--- config.mk ---
export PLATFORM = sky130hd
export DESIGN_NAME = lsu_align
export DESIGN_NICKNAME = d
export VERILOG_FILES = /design/src/rtl/lsu_align.sv
export SDC_FILE = /design/constraint.sdc
export NUM_CORES = 1
export LEC_CHECK = 0
export ABC_AREA = 1
export ABC_CLOCK_PERIOD_IN_PS = 7000
export CAP_MARGIN = 15
export CORE_AREA = 4 4 151 168
export CTS_CLUSTER_SIZE = 25
export DETAILED_ROUTE_END_ITERATION = 7
export DIE_AREA = 0 0 155 172
export DONT_BUFFER_PORTS = 1
export GPL_ROUTABILITY_DRIVEN = 1
export PLACE_DENSITY_LB_ADDON = 0.12
export SLEW_MARGIN = 20
export SYNTH_ARGS = -nofsm -noshare
export SYNTH_HDL_FRONTEND = slang
export SYNTH_SLANG_ARGS = --single-unit
--- constraint.sdc ---
create_clock -name clk -period 7 [get_ports clk]
set_clock_uncertainty 0.1 [all_clocks]
set_input_delay 1.05 -clock clk [delete_from_list [all_inputs] [get_ports clk]]
set_output_delay 1.05 -clock clk [all_outputs]
set_load 0.03 [all_outputs]
--- src/rtl/lsu_align.sv ---
// Load/store alignment unit in front of the 4 KB data memory (dm_4k).
// Turns byte/half/word requests into word-addressed memory cycles with byte-lane
// enables, and splits accesses that straddle a word boundary into two cycles.
// Define LSU_MISALIGN_TRAP_EN to make misaligned half/word requests return
// rsp_err=1 with no memory access, instead of being split.
module lsu_align #(
    parameter int unsigned ADDR_W = 12
) (
    input  logic              clk,
    input  logic              rst_n,
    input  logic              req_valid,
    output logic              req_ready,
    input  logic              req_we,
    input  logic [1:0]        req_size,
    input  logic              req_signed,
    input  logic [31:0]       req_addr,
    input  logic [31:0]       req_wdata,
    output logic              rsp_valid,
    output logic [31:0]       rsp_rdata,
    output logic              rsp_err,
    output logic [ADDR_W-3:0] dm_addr,
    output logic [31:0]       dm_din,
    output logic              dm_we,
    output logic [3:0]        dm_wbit,
    input  logic [31:0]       dm_dout
);

    localparam int unsigned WA = ADDR_W - 2;
    localparam logic [WA-1:0] AddrOne = WA'(1);

    typedef enum logic [1:0] {StIdle, StAcc1, StAcc2, StRsp} state_e;

    // Byte count for a size code; the reserved code behaves as a word.
    function automatic logic [2:0] size_bytes(input logic [1:0] size);
        case (size)
            2'b00:   return 3'd1;
            2'b01:   return 3'd2;
            default: return 3'd4;
        endcase
    endfunction

    // cnt consecutive lanes starting at lane start, clipped to the word.
    function automatic logic [3:0] lane_mask(input logic [1:0] start, input logic [2:0] cnt);
        logic [4:0] m;
        logic [7:0] s;
        m = (5'd1 << cnt) - 5'd1;
        s = {3'b000, m} << start;
        return s[3:0];
    endfunction

    // Keep the low cnt bytes of d, zero the rest.
    function automatic logic [31:0] keep_bytes(input logic [31:0] d, input logic [2:0] cnt);
        logic [31:0] r;
        for (int i = 0; i < 4; i++) begin
            r[8*i +: 8] = (i < int'(cnt)) ? d[8*i +: 8] : 8'h00;
        end
        return r;
    endfunction

    function automatic logic [31:0] extend(input logic [31:0] d, input logic [2:0] n,
                                           input logic sgn);
        case (n)
            3'd1:    return {{24{sgn & d[7]}}, d[7:0]};
            3'd2:    return {{16{sgn & d[15]}}, d[15:0]};
            default: return d;
        endcase
    endfunction

    state_e state_q, state_d;

    // Request context held for the duration of the access.
    logic        we_q, we_d;
    logic        sgn_q, sgn_d;
    logic [1:0]  off_q, off_d;
    logic [2:0]  n_q, n_d;
    logic [2:0]  k1_q, k1_d;
    logic        split_q, split_d;
    logic [31:0] wdata_q, wdata_d;
    logic [31:0] part_q, part_d;

    logic [WA-1:0] dm_addr_q, dm_addr_d;
    logic [31:0]   dm_din_q, dm_din_d;
    logic          dm_we_q, dm_we_d;
    logic [3:0]    dm_wbit_q, dm_wbit_d;
    logic          rsp_valid_q, rsp_valid_d;
    logic [31:0]   rsp_rdata_q, rsp_rdata_d;
    logic          rsp_err_q, rsp_err_d;

    logic [1:0]  req_off;
    logic [2:0]  req_n;
    logic [2:0]  req_room;
    logic [2:0]  req_k1;
    logic        req_split;
    logic        req_trap;
    logic        accept;
    logic [2:0]  k2;
    logic [31:0] acc1_bytes;
    logic [31:0] acc2_bytes;
    logic        unused_addr_hi;

    assign unused_addr_hi = ^req_addr[31:ADDR_W];

    assign req_off   = req_addr[1:0];
    assign req_n     = size_bytes(req_size);
    assign req_room  = 3'd4 - {1'b0, req_off};
    // Bytes that fit in the first word; the rest go to the next word.
    assign req_k1    = (req_n > req_room) ? req_room : req_n;
    assign req_split = (req_n != req_k1);
    assign req_ready = (state_q == StIdle);
    assign accept    = req_valid && req_ready;

`ifdef LSU_MISALIGN_TRAP_EN
    assign req_trap = ((req_size == 2'b01) && req_off[0]) || (req_size[1] && (req_off != 2'b00));
`else
    assign req_trap = 1'b0;
`endif

    // Lanes read in each access, already shifted into their final position.
    assign k2         = n_q - k1_q;
    assign acc1_bytes = keep_bytes(dm_dout >> {off_q, 3'b000}, k1_q);
    assign acc2_bytes = keep_bytes(dm_dout, k2) << {k1_q, 3'b000};

    // State register.
    always_ff @(posedge clk or negedge rst_n) begin
        if (!rst_n) begin
            state_q <= StIdle;
        end else begin
            state_q <= state_d;
        end
    end

    // Next-state logic.
    always_comb begin
        state_d = state_q;
        case (state_q)
            StIdle: if (accept) state_d = req_trap ? StRsp : StAcc1;
            StAcc1: state_d = split_q ? StAcc2 : StRsp;
            StAcc2: state_d = StRsp;
            StRsp:  state_d = StIdle;
            default: state_d = StIdle;
        endcase
    end

    // Next values for memory-side and response registers.
    always_comb begin
        we_d        = we_q;
        sgn_d       = sgn_q;
        off_d       = off_q;
        n_d         = n_q;
        k1_d        = k1_q;
        split_d     = split_q;
        wdata_d     = wdata_q;
        part_d      = part_q;
        dm_addr_d   = dm_addr_q;
        dm_din_d    = dm_din_q;
        dm_we_d     = 1'b0;
        dm_wbit_d   = 4'b0000;
        rsp_valid_d = 1'b0;
        rsp_rdata_d = rsp_rdata_q;
        rsp_err_d   = 1'b0;
        case (state_q)
            StIdle: begin
                if (accept) begin
                    we_d    = req_we;
                    sgn_d   = req_signed;
                    off_d   = req_off;
                    n_d     = req_n;
                    k1_d    = req_k1;
                    split_d = req_split;
                    wdata_d = req_wdata;
                    if (req_trap) begin
                        rsp_valid_d = 1'b1;
                        rsp_err_d   = 1'b1;
                        rsp_rdata_d = 32'h0;
                    end else begin
                        dm_addr_d = req_addr[ADDR_W-1:2];
                        dm_wbit_d = lane_mask(req_off, req_k1);
                        dm_we_d   = req_we;
                        dm_din_d  = keep_bytes(req_wdata, req_k1);
                    end
                end
            end
            StAcc1: begin
                part_d = acc1_bytes;
                if (split_q) begin
                    dm_addr_d = dm_addr_q + AddrOne;
                    dm_wbit_d = lane_mask(2'b00, k2);
                    dm_we_d   = we_q;
                    dm_din_d  = keep_bytes(wdata_q >> {k1_q, 3'b000}, k2);
                end else begin
                    rsp_valid_d = 1'b1;
                    rsp_rdata_d = we_q ? 32'h0 : extend(acc1_bytes, n_q, sgn_q);
                end
            end
            StAcc2: begin
                rsp_valid_d = 1'b1;
                rsp_rdata_d = we_q ? 32'h0 : extend(part_q | acc2_bytes, n_q, sgn_q);
            end
            default: ;
        endcase
    end

    // Output and context registers; reset clears any write in flight at once.
    always_ff @(posedge clk or negedge rst_n) begin
        if (!rst_n) begin
            we_q        <= 1'b0;
            sgn_q       <= 1'b0;
            off_q       <= 2'b00;
            n_q         <= 3'd0;
            k1_q        <= 3'd0;
            split_q     <= 1'b0;
            wdata_q     <= 32'h0;
            part_q      <= 32'h0;
            dm_addr_q   <= '0;
            dm_din_q    <= 32'h0;
            dm_we_q     <= 1'b0;
            dm_wbit_q   <= 4'b0000;
            rsp_valid_q <= 1'b0;
            rsp_rdata_q <= 32'h0;
            rsp_err_q   <= 1'b0;
        end else begin
            we_q        <= we_d;
            sgn_q       <= sgn_d;
            off_q       <= off_d;
            n_q         <= n_d;
            k1_q        <= k1_d;
            split_q     <= split_d;
            wdata_q     <= wdata_d;
            part_q      <= part_d;
            dm_addr_q   <= dm_addr_d;
            dm_din_q    <= dm_din_d;
            dm_we_q     <= dm_we_d;
            dm_wbit_q   <= dm_wbit_d;
            rsp_valid_q <= rsp_valid_d;
            rsp_rdata_q <= rsp_rdata_d;
            rsp_err_q   <= rsp_err_d;
        end
    end

    assign dm_addr   = dm_addr_q;
    assign dm_din    = dm_din_q;
    assign dm_we     = dm_we_q;
    assign dm_wbit   = dm_wbit_q;
    assign rsp_valid = rsp_valid_q;
    assign rsp_rdata = rsp_rdata_q;
    assign rsp_err   = rsp_err_q;

endmodule

==> results.yml <==
routing:
  ant_nets: 0
  wl_microns: 31200
  drcViolationCount: 0
  wire_per_inst_microns: 20.1
  vias: 8539
  drt_iter0_drc: 612
  firstDrtPassIters: 5
  vias_per_cell: 5.48
pwr:
  p_int_uw: 2690
  netSwitchingFraction_pct: 53.9
  p_leak_uw: 0.00468
  p_clk_share_pct: 16.5
  p_per_area_nw_per_um2: 591
  irDropWorstVdd_mv: 0.209
  p_switching_uw: 3140
  combPwrFrac_pct: 49.0
  seqPwrFrac_pct: 34.5
synthesis:
  syn_nets: 1402
  synth_area_sq_um: 9130
  ys.flop_type: "dfrtp_1"
  ys_warn_count: 0
  synth_cell_types: 44
  synth_top_area_share_pct: 43.0
  yosysMostFrequentCell: "nand2_1"
  syn_avg_cell_area_sq_um: 7.09
  synth_largest_area_cell: "dfrtp_1"
  async_flop_share_pct: 100
  yosys_register_bits: 157
  seq_area_frac_synth_pct: 43.0
  synth_edf_count: 0
  synth_area_leaders: "dfrtp_1 (43%), nand2_1 (18%), o21ai_0 (7.3%), nand3_1 (6.3%), a21oi_1 (3.5%)"
  yosys-top-cells-count: "nand2_1 (444), dfrtp_1 (157), o21ai_0 (134)"
  synthCells: 1288
sta:
  finalHoldViolations: 0
  max_freq_ghz: 0.252
  fin_crit_sh_pct: 56.8
  slew_headroom_pct: 31.0
  tightest_slew_ps: 1030
  period_needed_ps: 3980
  fin_hold_ws_ps: 210
  fin_setup_tns_ps: 0
  report.final.slew_viol_count: 0
  setup_violations: 0
  rsz0062_at_grt: "no"
global_route:
  overflow: 0
  antenna_found_initial: 0
  grt_pass1_vias: 8521
  grt_pass1_wl_microns: 48700
  grt_max_degree: 158
  grt_use_total_pct: 23.4
clock_tree:
  clockBufferDepth: 2
  cts.clk_slew.worst_paths_ps: 70
  cts_setup_buffers: 0
  cts_tree: "yes"
  htree_levels: 4
  numCtsBuffers: 17
  cts_hold_buf: 0
  clock_latency_ps: 430
  post_cts_resized: 0
  cts_sinks: 157
  cts_root_buf: "clkbuf_16"
worst_setup_path:
  cp.arrival_ps: 4240
  required_ps: 7270
  crit_type: "reg -> reg"
  end_kind: "register"
  crit_fanout: 85
  startpoint_type: "register"
final_layout:
  drive_gt1_share_pct: 5.83
  fin_area_sq_um: 9850
  diodes: 0
  layout-area-overhead-vs-synth_pct: 7.91
  utilization_pct: 41.8
  fin_cells: 1557
  finalNetCount: 1353
floorplanning:
  die_area_sq_um: 26700
  start_util_pct: 38.8
  rows: 59
  fp.dieH_microns: 172
  core_sq_um: 23500
  io_pins: 185
  die_x_microns: 155
place:
  placed_cell_area_sq_um: 9250
  io_buffers: 0
  dpl.cell_count: 1525
  gp_congestion: 0.910
  hpwl_microns: 21500
run:
  maxCapViolCount: 0
hold_path:
  holdCritPathClass: "in -> async"
status:
  outcome: "finished clean"
through the flow:
stage	setup slack (ps)	total power (uW)
2_1_floorplan	3940	4100
3_5_place_dp	2940	4900
5_1_grt	2530	6320
4_1_cts	2930	5870
6_report	3020	5820
3_3_place_gp	2960	4870
kinds of logic after synthesis:
logic type	synth area share [%]
flip-flops	43.0
buffers and inverters	7.23
other	0.0411
AO/OA/AOI/OAI	16.3
XOR/XNOR	0.479
adder cells (fa/ha/maj)	1.59
AND/OR/NAND/NOR	31.3
placed cells by master (no fill, tap or decap), types with 3 or more instances in the layout:
cell	Yosys	final
nand2_1	444	444
dfrtp_1	157	157
o21ai_0	134	134
nand3_1	115	115
nor2_1	84	84
inv_1	78	77
a21oi_1	64	64
a31oi_1	21	21
clkbuf_16	0	17
nand4_1	15	15
o211ai_1	10	10
nor3_1	10	10
ha_1	10	10
inv_2	8	9
buf_4	1	9
a32o_1	8	8
nand3_2	6	6
nand2_2	5	5
xor2_1	5	5
a22oi_1	5	5
o21ai_1	4	4
inv_6	0	4
o221ai_1	3	3
a2bb2oi_1	3	3
inv_8	0	3
clkinv_4	0	3
critical path: stages (launching register included):
cell and delay [ps]:
dfrtp_1 380, inv_1 100, ha_1 490, buf_4 420
inv_2 40, buf_4 410, or2_1 380, o21ai_0 100
inv_2 290, nor2_4 450, inv_2 280, a21oi_1 190
o21ai_0 160, nand2_1 100
routing by layer:
layer | routed length [microns] | global-route usage (%) | vias to the layer above
li1 | - | - | 4139
met1 | 12100 | 27.6 | 4059
met2 | 15600 | 40.6 | 289
met3 | 2860 | 7.46 | 52
met4 | 738 | 7.26 | 0
met5 | 0 | 0 | -
state kept, by name, summed over array words and instances (netlist names):
signal,flops
we_q,1
n_q,3
k1_q,3
rsp_valid,1
part_q,32
dm_wbit,4
wdata_q,32
off_q,2
dm_din,32
sgn_q,1
dm_we,1
rsp_rdata,32
dm_addr,10
state_q,2
split_q,1
power groups by stage:
stage / Combinational, uW / Clock [uW] / Sequential, uW
4_1_cts: 2870 / 983 / 2020
5_1_grt: 3240 / 1020 / 2070
6_report: 2850 / 962 / 2010
2_1_floorplan: 2190 / 0 / 1910
3_3_place_gp: 2840 / 0 / 2030
3_5_place_dp: 2860 / 0 / 2040
area by class of cell:
type,count,area [sq um]
tap,305,382
sequential,157,3930
inverter,88,332
clock buffer,19,453
multi-input combinational,966,4540
fill,2497,13700
clock inverter,13,149
timing repair buffer,9,67.6
final timing paths:
| path | from | end | slack [ps] | depth (start not counted) |
|---|---|---|---|---|
| min | rst_n | rsp_rdata[4] | 210 | 0 |
| max in group asynchronous | rst_n | wdata_q[16] | 6340 | 0 |
| min reg2reg | part_q[25] | part_q[25] | 380 | 2 |
| max | state_q[1] | rsp_rdata[7] | 3020 | 13 |
| max reg2reg | state_q[1] | rsp_rdata[7] | 3020 | 13 |
| min in group clk | part_q[25] | part_q[25] | 380 | 2 |
(Power assumes the default switching activity.)
